**config.mk**
```make
export PLATFORM = sky130hd
export DESIGN_NAME = result_serializer
export DESIGN_NICKNAME = d
export VERILOG_FILES = /design/src/rtl/result_serializer_pkg.sv /design/src/rtl/result_serializer_tx_byte_hs.sv /design/src/rtl/result_serializer.sv
export SDC_FILE = /design/constraint.sdc
export NUM_CORES = 1
export LEC_CHECK = 0
export ABC_AREA = 1
export BUFFER_PORTS_ARGS = -buffer_cell sky130_fd_sc_hd__buf_2
export CAP_MARGIN = 0
export CORE_MARGIN = 3
export CORE_UTILIZATION = 56
export DETAILED_ROUTE_END_ITERATION = 7
export PLACE_DENSITY = 0.8
export RECOVER_POWER = 100
export SLEW_MARGIN = 30
export SYNTH_ARGS = -nofsm -noshare
export SYNTH_HDL_FRONTEND = slang
export SYNTH_SLANG_ARGS = --single-unit
export TNS_END_PERCENT = 5
```
**constraint.sdc**
```tcl
create_clock -name bclk -period 6.8 [get_ports bclk]
set_clock_uncertainty 0.15 [all_clocks]
set_input_delay 0.68 -clock bclk [delete_from_list [all_inputs] [get_ports bclk]]
set_output_delay 0.68 -clock bclk [all_outputs]
set_load 0.05 [all_outputs]
```
**src/rtl/result_serializer_pkg.sv**
```systemverilog
// result_serializer_pkg: shared constants, FSM states and frame-length helper for the result framer.
package result_serializer_pkg;
  localparam int N_DEF = 3;
  localparam int W_DEF = 16;
  localparam int BUSY_TO_DEF = 8;
  localparam logic [7:0] HDR_BYTE = 8'hA5;
  typedef enum logic [2:0] {IDLE, LOAD, ISSUE, WAIT_HI, WAIT_LO, NEXT, FINISH} state_t;
  function automatic int frame_len(int size, int w);
    return 3 + size * size * w / 8;
  endfunction
endpackage

```
**src/rtl/result_serializer_tx_byte_hs.sv**
```systemverilog
// tx_byte_hs: one-byte tx_start/tx_busy handshake with uart_tx, with a timeout on busy rising.
module tx_byte_hs
  import result_serializer_pkg::*;
#(
  parameter int BUSY_TO = BUSY_TO_DEF
) (
  input  logic       bclk,
  input  logic       rst,
  input  logic       i_go,
  input  logic [7:0] i_byte,
  input  logic       i_tx_busy,
  output logic       o_tx_start,
  output logic [7:0] o_tx_data,
  output logic       o_ack,
  output logic       o_timeout
);
  localparam int TW = $clog2(BUSY_TO + 1);
  localparam logic [TW-1:0] TO = TW'(BUSY_TO);
  state_t r_st;
  logic [TW-1:0] r_cnt;
  always_ff @(posedge bclk or posedge rst) begin
    if (rst) begin
      r_st <= IDLE;
      r_cnt <= '0;
      o_tx_start <= 1'b0;
      o_tx_data <= '0;
      o_ack <= 1'b0;
      o_timeout <= 1'b0;
    end else begin
      o_tx_start <= 1'b0;
      o_ack <= 1'b0;
      o_timeout <= 1'b0;
      case (r_st)
        WAIT_HI: begin
          if (i_tx_busy) r_st <= WAIT_LO;
          else if (r_cnt >= TO) begin
            o_timeout <= 1'b1;
            r_st <= IDLE;
          end else r_cnt <= r_cnt + 1'b1;
        end
        WAIT_LO: begin
          if (!i_tx_busy) begin
            o_ack <= 1'b1;
            r_st <= IDLE;
          end
        end
        default: begin
          // tx_data is captured here and held until the next byte is issued
          if (i_go) begin
            o_tx_data <= i_byte;
            o_tx_start <= 1'b1;
            r_cnt <= '0;
            r_st <= WAIT_HI;
          end
        end
      endcase
    end
  end
endmodule

```
**src/rtl/result_serializer.sv**
```systemverilog
// result_serializer: frames the latched NxN result bus as HDR, size, elements (MSB first), XOR checksum.
module result_serializer
  import result_serializer_pkg::*;
#(
  parameter int         N       = N_DEF,
  parameter int         W       = W_DEF,
  parameter logic [7:0] HDR     = HDR_BYTE,
  parameter int         BUSY_TO = BUSY_TO_DEF
) (
  input  logic             bclk,
  input  logic             rst,
  input  logic             i_start,
  input  logic [3:0]       i_size,
  input  logic [N*N*W-1:0] i_result,
  input  logic             i_tx_busy,
  output logic [7:0]       o_tx_data,
  output logic             o_tx_start,
  output logic             o_busy,
  output logic             o_done,
  output logic             o_err
);
  localparam int EB = W / 8;
  localparam int NB = N * N * EB;
  localparam int RW = $clog2(N);
  localparam int BW = EB > 1 ? $clog2(EB) : 1;
  localparam int SW = $clog2(NB);
  state_t r_st;
  logic [N*N*W-1:0] r_res;
  logic [3:0] r_size;
  logic [1:0] r_part;
  logic [RW-1:0] r_row, r_col;
  logic [BW-1:0] r_bi;
  logic [7:0] r_csum;
  logic [7:0] w_bytes [NB];
  logic [7:0] w_byte;
  logic [SW-1:0] w_sel;
  logic w_ack, w_to, w_go, w_last_col, w_last_row, w_size_ok;
  for (genvar g = 0; g < NB; g++) begin : g_bytes
    assign w_bytes[g] = r_res[g*8 +: 8];
  end
  // part: 0 header, 1 size, 2 element bytes, 3 checksum
  assign w_sel = SW'((int'(r_row) * N + int'(r_col)) * EB + int'(r_bi));
  assign w_byte = r_part == 2'd0 ? HDR : r_part == 2'd1 ? {4'b0, r_size} :
                  r_part == 2'd2 ? w_bytes[w_sel] : r_csum;
  assign w_last_col = (4'(r_col) + 4'd1) == r_size;
  assign w_last_row = (4'(r_row) + 4'd1) == r_size;
  assign w_size_ok = i_size != 4'd0 && i_size <= 4'(N);
  assign w_go = r_st == ISSUE;
  tx_byte_hs #(.BUSY_TO(BUSY_TO)) u_hs (
    .bclk(bclk),
    .rst(rst),
    .i_go(w_go),
    .i_byte(w_byte),
    .i_tx_busy(i_tx_busy),
    .o_tx_start(o_tx_start),
    .o_tx_data(o_tx_data),
    .o_ack(w_ack),
    .o_timeout(w_to)
  );
  always_ff @(posedge bclk or posedge rst) begin
    if (rst) begin
      r_st <= IDLE;
      r_res <= '0;
      r_size <= '0;
      r_part <= '0;
      r_row <= '0;
      r_col <= '0;
      r_bi <= '0;
      r_csum <= '0;
      o_busy <= 1'b0;
      o_done <= 1'b0;
      o_err <= 1'b0;
    end else begin
      o_done <= 1'b0;
      o_err <= 1'b0;
      case (r_st)
        IDLE: begin
          if (i_start && w_size_ok) begin
            r_res <= i_result;
            r_size <= i_size;
            o_busy <= 1'b1;
            r_st <= LOAD;
          end else if (i_start) o_err <= 1'b1;
        end
        LOAD: begin
          r_part <= 2'd0;
          r_row <= '0;
          r_col <= '0;
          r_bi <= BW'(EB - 1);
          r_csum <= '0;
          r_st <= ISSUE;
        end
        ISSUE: r_st <= WAIT_HI;
        WAIT_HI: begin
          if (w_to) begin
            o_err <= 1'b1;
            o_busy <= 1'b0;
            r_st <= IDLE;
          end else if (w_ack) r_st <= NEXT;
        end
        NEXT: begin
          r_csum <= (r_part == 2'd1 || r_part == 2'd2) ? r_csum ^ w_byte : r_csum;
          r_st <= r_part == 2'd3 ? FINISH : ISSUE;
          if (r_part == 2'd3) begin
            o_done <= 1'b1;
            o_busy <= 1'b0;
          end
          if (r_part != 2'd2) r_part <= r_part + 1'b1;
          else if (r_bi != '0) r_bi <= r_bi - 1'b1;
          else begin
            r_bi <= BW'(EB - 1);
            if (!w_last_col) r_col <= r_col + 1'b1;
            else begin
              r_col <= '0;
              if (w_last_row) r_part <= 2'd3;
              else r_row <= r_row + 1'b1;
            end
          end
        end
        FINISH: r_st <= IDLE;
        default: r_st <= IDLE;
      endcase
    end
  end
endmodule
```
==> summary.txt, run 1 <==
Outcome
  – Status: finished, violations left
  – Failing checks: capacitance limit, slew limit

Clocking
  – Clock Path Buffers: 2
  – CTS Sinks: between 150 and 200
  – Htree depth: 4
  – # resized after CTS: 0
  – CTS Hold Buffers Added: 0
  – Post-CTS setup buffer count: 0
  – Root buffer cell: clkbuf_16
  – CTS buffer count: 17
  – Worst-path clk slew: about 70 ps
  – Clk Latency, worst-skew pair: between 400 and 500 ps
  – CTS tree: built

Drt
  – Total Wirelength: approximately 24000 µm
  – Starting DRT DRC Count: 946
  – DRC: 0
  – Avg Vias per Cell: ~5.3
  – Via count: between 8000 and 9000
  – Antenna viol nets, final: 0
  – DRT Pass-1 Iters: 5
  – Routed len/inst: ~15 µm

Synth
  – Post-Syn Area: approximately 9000 µm²
  – Net Count, Synth: 1388
  – Syn Area/Cell: between 7 and 8 µm²
  – Synthesis warning total: 0
  – #FFs+latches synth: 186
  – Sequential area share after synthesis: approximately half
  – Netlist cell types: 31
  – Post-Synthesis Cells: around 1200

Final layout
  – Most frequent cells in the layout: nand2_1, dfrtp_1, buf_2, nand3_1, inv_1
  – Core Util, Final: ~66%
  – Ant diodes: 0
  – Commonest non-fill, non-tap cell in the layout: nand2_1
  – Synthesis-to-layout area growth: 14.8%
  – Filler cell count: 1421
  – Fraction of layout cells with a size suffix above 1: between 10% and 20%
  – Nets: 1515

Hold path
  – Hold Crit Start: i_result[53]
  – Min-Delay Path Class: in -> reg

Critical path
  – FF-to-FF Start: r_bi$_DFFE_PP0P_
  – Crit end category: flop
  – Startpoint type of the worst setup path: flop
  – Crit. Startpoint: r_bi$_DFFE_PP0P_
  – Worst Path Max Fanout: 87
  – Crit path required time: between 6000 and 7000 ps
  – Crit Path Class: reg -> reg
  – Arr. time, crit path: about 5200 ps

GRT
  – Total congestion overflow: 0
  – Antenna violations before repair: 0
  – Vias in the first global route: between 7000 and 8000
  – First-pass GRT wire length: approximately 39000 µm
  – GRT Resource Usage Total: a little over a quarter
  – Largest net degree at the start of global routing: between 100 and 150

STA
  – Worst-Margin Slew: 4600 ps
  – Hold Vio Cnt, Final: 0
  – Max Clk Rate: about 200 MHz
  – Final-report max-slew violation count: 302
  – Min Clock Period, post-route: between 4000 and 5000 ps
  – Fin crit share: around three quarters
  – Max transition margin: -209%
  – RSZ-0062 raised after global routing: no
  – Final Setup Violations: 0
  – Fin Setup TNS: 0 ps

Floorplanning
  – Std cell rows: 46
  – Die W: ~130 µm
  – Core Area: 16000 µm²
  – I/O pin count: ~160
  – Chip height: approximately 130 µm
  – Die area: between 15000 and 20000 µm²
  – Starting density of the core: 57.5%

Power and ir drop
  – Power Dens Cells: between 400 and 500 nW/µm²
  – Worst VDD drop: 0.250 mV
  – Static Leakage: 5.69 nW
  – Total power draw: 4.68 mW

Placed design
  – IO Port Bufs: about 160
  – Post-DP HPWL: between 15000 and 20000 µm
  – Routability congestion estimate: roughly 0.9

Run
  – Max-Cap Viols: 5
state kept, by name, summed over array words and instances, names as in the netlist, 2 cells and up:
signal	count
r_row	2
r_size	4
r_st	3
r_res	144
r_col	2
u_hs.r_cnt	4
r_csum	8
r_part	2
u_hs.o_tx_data	8
u_hs.r_st	2
Yosys cell counts:
master	count	area [µm²]
fa_1	2	40.0
inv_2	4	15.0
or2_2	5	31.3
buf_6	9	101
o211ai_1	9	67.6
a32o_1	2	20.0
nor3_1	1	5.00
and2_1	1	6.26
inv_1	91	342
o22a_1	1	8.76
ha_1	12	150
o21ai_0	62	310
or2_0	2	12.5
dfrtp_1	186	4650
o211a_1	1	10.0
buf_1	2	7.51
xnor2_1	2	17.5
nor2_4	1	11.3
nor2_2	3	18.8
nand4_1	3	18.8
nand3_1	115	576
o21ai_1	9	45.0
a21oi_1	25	125
nor2_1	49	184
xor2_1	3	26.3
clkbuf_1	16	60.1
o31ai_1	1	7.51
mux2i_1	2	20.0
buf_2	34	170
inv_4	1	6.26
nand2_1	568	2130
per-stage QoR:
stage | hold WS [ps] | setup slack [ps] | cell area [µm²] | cells
5_1_grt | 277 | 1490 | 10600 | 1577
4_1_cts | 278 | 3180 | 10600 | 1577
3_5_place_dp | 306 | 3180 | 10000 | 1546
3_3_place_gp | 300 | 3250 | 10000 | 1546
6_report | 293 | 1820 | 10600 | 1577
2_1_floorplan | 284 | 913 | 9200 | 1222
cells by family after synthesis:
logic type | Yosys count | share of synthesized area, %
AOI/OAI and AO/OA | 110 | 6.46
xor gates and xnor gates | 5 | 0.476
adders and majority gates | 14 | 2.07
buffers and inverters | 157 | 7.63
DFF | 186 | 50.6
muxes | 2 | 0.218
and+or+nand+nor | 748 | 32.6
routing by layer:
layer | track usage, % | share of wire [%]
met1 | 39.0 | 45
met2 | 41.4 | 46
met3 | 4.76 | 7.0
met4 | 8.65 | 2.3
met5 | 0 | 0
layout make-up:
cell class,count,area (µm²),area share (%)
clock buffers,25,515,4.88
clock inverters,6,85.1,0.805
inverters,96,364,3.45
multi-input cells,879,3830,36.2
flip-flops and latches,186,4660,44.1
well taps,216,270,2.56
repair buffers,169,846,8.01
path summary, 6_finish.rpt:
kind,to,slack [ps],cells after the start
min in group asynchronous,u_hs.o_tx_start$_DFF_PP0_,1490,2
max reg2reg,r_csum[2]$_DFFE_PP0P_,1820,11
max in group asynchronous,r_bi$_DFFE_PP0P_,2690,2
min,r_res[53]$_DFFE_PP0P_,290,3
min reg2reg,r_res[132]$_DFFE_PP0P_,320,2
max,r_csum[2]$_DFFE_PP0P_,1820,11
where the power goes:
| group | internal [mW] | switching, mW |
|---|---|---|
| registers | 1.60 | 0.251 |
| clock network | 0.598 | 0.412 |
| logic | 0.612 | 1.21 |
critical path: stages, from the launching register on:
cell	delay, ps
dfrtp_2	340
buf_4	690
clkinvlp_2	1990
or2_0	760
o21ai_0	220
o21ai_0	170
inv_1	70
nand2_1	60
nand2_1	50
nand2_1	80
a21oi_1	130
nor2_1	60
Power figures use the tool's default switching activity.
==> run 2, diff against run 1 <==
--- a/config.mk
+++ b/config.mk
@@ -9,9 +9,9 @@
 export BUFFER_PORTS_ARGS = -buffer_cell sky130_fd_sc_hd__buf_2
 export CAP_MARGIN = 0
 export CORE_MARGIN = 3
-export CORE_UTILIZATION = 56
+export CORE_UTILIZATION = 51
 export DETAILED_ROUTE_END_ITERATION = 7
-export PLACE_DENSITY = 0.8
+export PLACE_DENSITY = 0.77
 export RECOVER_POWER = 100
 export SLEW_MARGIN = 30
 export SYNTH_ARGS = -nofsm -noshare
==> constraint.sdc (replaced) <==
create_clock -name bclk -period 4.5 [get_ports bclk]
set_clock_uncertainty 0.15 [all_clocks]
set_input_delay 0.45 -clock bclk [delete_from_list [all_inputs] [get_ports bclk]]
set_output_delay 0.45 -clock bclk [all_outputs]
set_load 0.05 [all_outputs]
==> run 2 against run 1 <==
Effect of this change: the run still ends with capacitance limit, slew limit left; maximum frequency increased by 48%; combinational power increased by 50%; clock power increased by 56%; non-clock buffer count increased by 1; via count decreased by 2.5%; wire length decreased by 0.49%; count of clock-buffer cells in the layout decreased by 6; highest routed layer unchanged.
==> summary.txt, run 2 (synthesis results as in run 1) <==
Final layout
  – Core Util, Final: 60.7%
  – Most frequent cells in the layout: nand2_1, dfrtp_1, buf_2, nand3_1, inv_1
  – Fraction of layout cells with a size suffix above 1: between 10% and 20%
  – Filler cell count: around 1600
  – Ant diodes: 0
  – Max FFs per register: 144
  – Biggest regs: r_res x144, r_csum x8, u_hs.o_tx_data x8
  – Synthesis-to-layout area growth: 15.2%
  – Register area: around 4700 µm²
  – Area of the multi-input gates: around 3800 µm²
  – Top reg by flops: r_res
  – Commonest non-fill, non-tap cell in the layout: nand2_1
  – Nets: between 1500 and 2000
  – Finished Layout Cells: 1588

Clocking
  – Clk Latency, worst-skew pair: between 400 and 500 ps
  – CTS Hold Buffers Added: 0
  – Root buffer cell: clkbuf_16
  – Worst-path clk slew: ~70 ps
  – CTS Sinks: around 190
  – CTS buffer count: 17
  – CTS tree: built
  – Htree depth: 4
  – # resized after CTS: 0
  – Clock Path Buffers: 2
  – Post-CTS setup buffer count: 0

Floorplanning
  – Chip height: between 100 and 150 µm
  – Die area: 19700 µm²
  – Std cell rows: 48
  – Starting density of the core: between 50% and 60%
  – Die W: ~140 µm
  – I/O pin count: around 160
  – Core Area: 17500 µm²

Power and ir drop
  – Power Dens Cells: about 670 nW/µm²
  – Internal Pwr Total: around 4.2 mW
  – Combinational power share: between 30% and 40%
  – Clock power frac: roughly 22%
  – Seq pwr share: between 30% and 40%
  – Switching Share: 40.6%
  – Psw: between 2 and 3 mW
  – Static Leakage: 5.70 nW
  – Worst VDD drop: between 0.3 and 0.4 mV

Drt
  – DRC: 0
  – Avg Vias per Cell: between 5 and 6
  – Routed len/inst: about 15 µm
  – DRT Pass-1 Iters: 6
  – Starting DRT DRC Count: around 650
  – Antenna viol nets, final: 0
  – Via count: slightly above 8000
  – Total Wirelength: around 24000 µm

Critical path
  – CP Cell Sequence: nor2_1 -> inv_1 -> nor2_1 -> inv_1 -> nor2_1 -> clkinv_2 -> clkbuf_1 -> nand2_1 -> nand2_1
  – Arr. time, crit path: ~3500 ps
  – Most used cell, CP: nor2_1
  – Crit Path Class: reg -> reg
  – Worst Path Max Fanout: 66
  – CP peak stage delay: between 900 and 1000 ps
  – Max stage delay cell, worst path: clkbuf_1
  – CP bufs+invs: 4
  – Startpoint type of the worst setup path: flop
  – Crit end category: flop
  – Crit-path leading delay family: buffers and inverters
  – Crit path required time: between 4000 and 5000 ps

GRT
  – GRT Resource Usage Total: roughly 24%
  – Vias in the first global route: just under 8000
  – Antenna violations before repair: 0
  – First-pass GRT wire length: about 39000 µm
  – Largest net degree at the start of global routing: 187
  – Total congestion overflow: 0

Placed design
  – Routability congestion estimate: 0.883
  – IO Port Bufs: roughly 160
  – Post-DP HPWL: ~16000 µm
  – Placed cell count: about 1600
  – Worst slack, placed: around 1200 ps

STA
  – Max Clk Rate: between 200 and 300 MHz
  – Max transition margin: -43.2%
  – Final Setup Violations: 0
  – Fin crit share: 74.8%
  – Setup ws final: approximately 1100 ps
  – Min Clock Period, post-route: approximately 3400 ps
  – Hold Vio Cnt, Final: 0
  – Fin Setup TNS: 0 ps
  – Fin Hold WS: around 62 ps
  – RSZ-0062 raised after global routing: no
  – Worst-Margin Slew: 2150 ps
  – Final-report max-slew violation count: around 130

Run
  – Max-Cap Viols: 2

Outcome
  – Failing checks: capacitance limit, slew limit
  – Status: finished, violations left

Hold path
  – Min-Delay Path Class: in -> reg
-- run 2: layer usage --
metal  vias to the layer above  share of wire, %  GRT usage (%)
met3                        28               7.5           4.23
met1                      3739                46           36.3
li1                       4067                 -              -
met2                       292                45           37.2
met5                         -                 0              0
met4                         0               1.5           6.94
-- run 2: cell type report --
class	count	share of cell area, %
Inverter	96	3.47
Timing Repair Buffer	170	8.01
Tap cell	225	2.66
Multi-Input combinational cell	879	36.1
Clock buffer	19	4.27
Clock inverter	13	1.57
Sequential cell	186	43.9
-- run 2: path summary, 6_finish.rpt --
check | startpoint | end | slack, ps | depth (start not counted)
worst min register to register | r_res[132]$_DFFE_PP0P_ | r_res[132]$_DFFE_PP0P_ | 320 | 2
worst min-delay path | i_result[13] | r_res[13]$_DFFE_PP0P_ | 60 | 3
worst max-delay path | r_st[2]$_DFFE_PP0P_ | r_size[0]$_DFFE_PP0P_ | 1130 | 9
min in group asynchronous | rst | r_res[115]$_DFFE_PP0P_ | 620 | 3
worst max register to register | r_st[2]$_DFFE_PP0P_ | r_size[0]$_DFFE_PP0P_ | 1130 | 9
max in group asynchronous | rst | r_res[39]$_DFFE_PP0P_ | 1170 | 4
-- run 2: worst reg2reg max path, cell delays in order (launching register included) --
cell and delay (ps):
dfrtp_1 410, nor2_1 120, inv_1 50, nor2_1 210, inv_1 70, nor2_1 180
clkinv_2 730, clkbuf_1 960, nand2_1 290, nand2_1 70
-- run 2: stage by stage --
stage	power, mW	cell area, µm²
floorplan	4.85	9200
global placement	5.48	10000
detailed placement	5.56	10000
CTS	7.14	10600
global route	7.70	10600
finish	7.11	10600
-- run 2: power by group through the flow --
stage / sequential [mW] / clock (mW) / combinational (mW)
2_1_floorplan: 2.80 / 0 / 2.05
4_1_cts: 2.77 / 1.59 / 2.78
6_report: 2.78 / 1.58 / 2.75
3_3_place_gp: 2.78 / 0 / 2.70
5_1_grt: 2.87 / 1.66 / 3.18
3_5_place_dp: 2.80 / 0 / 2.76
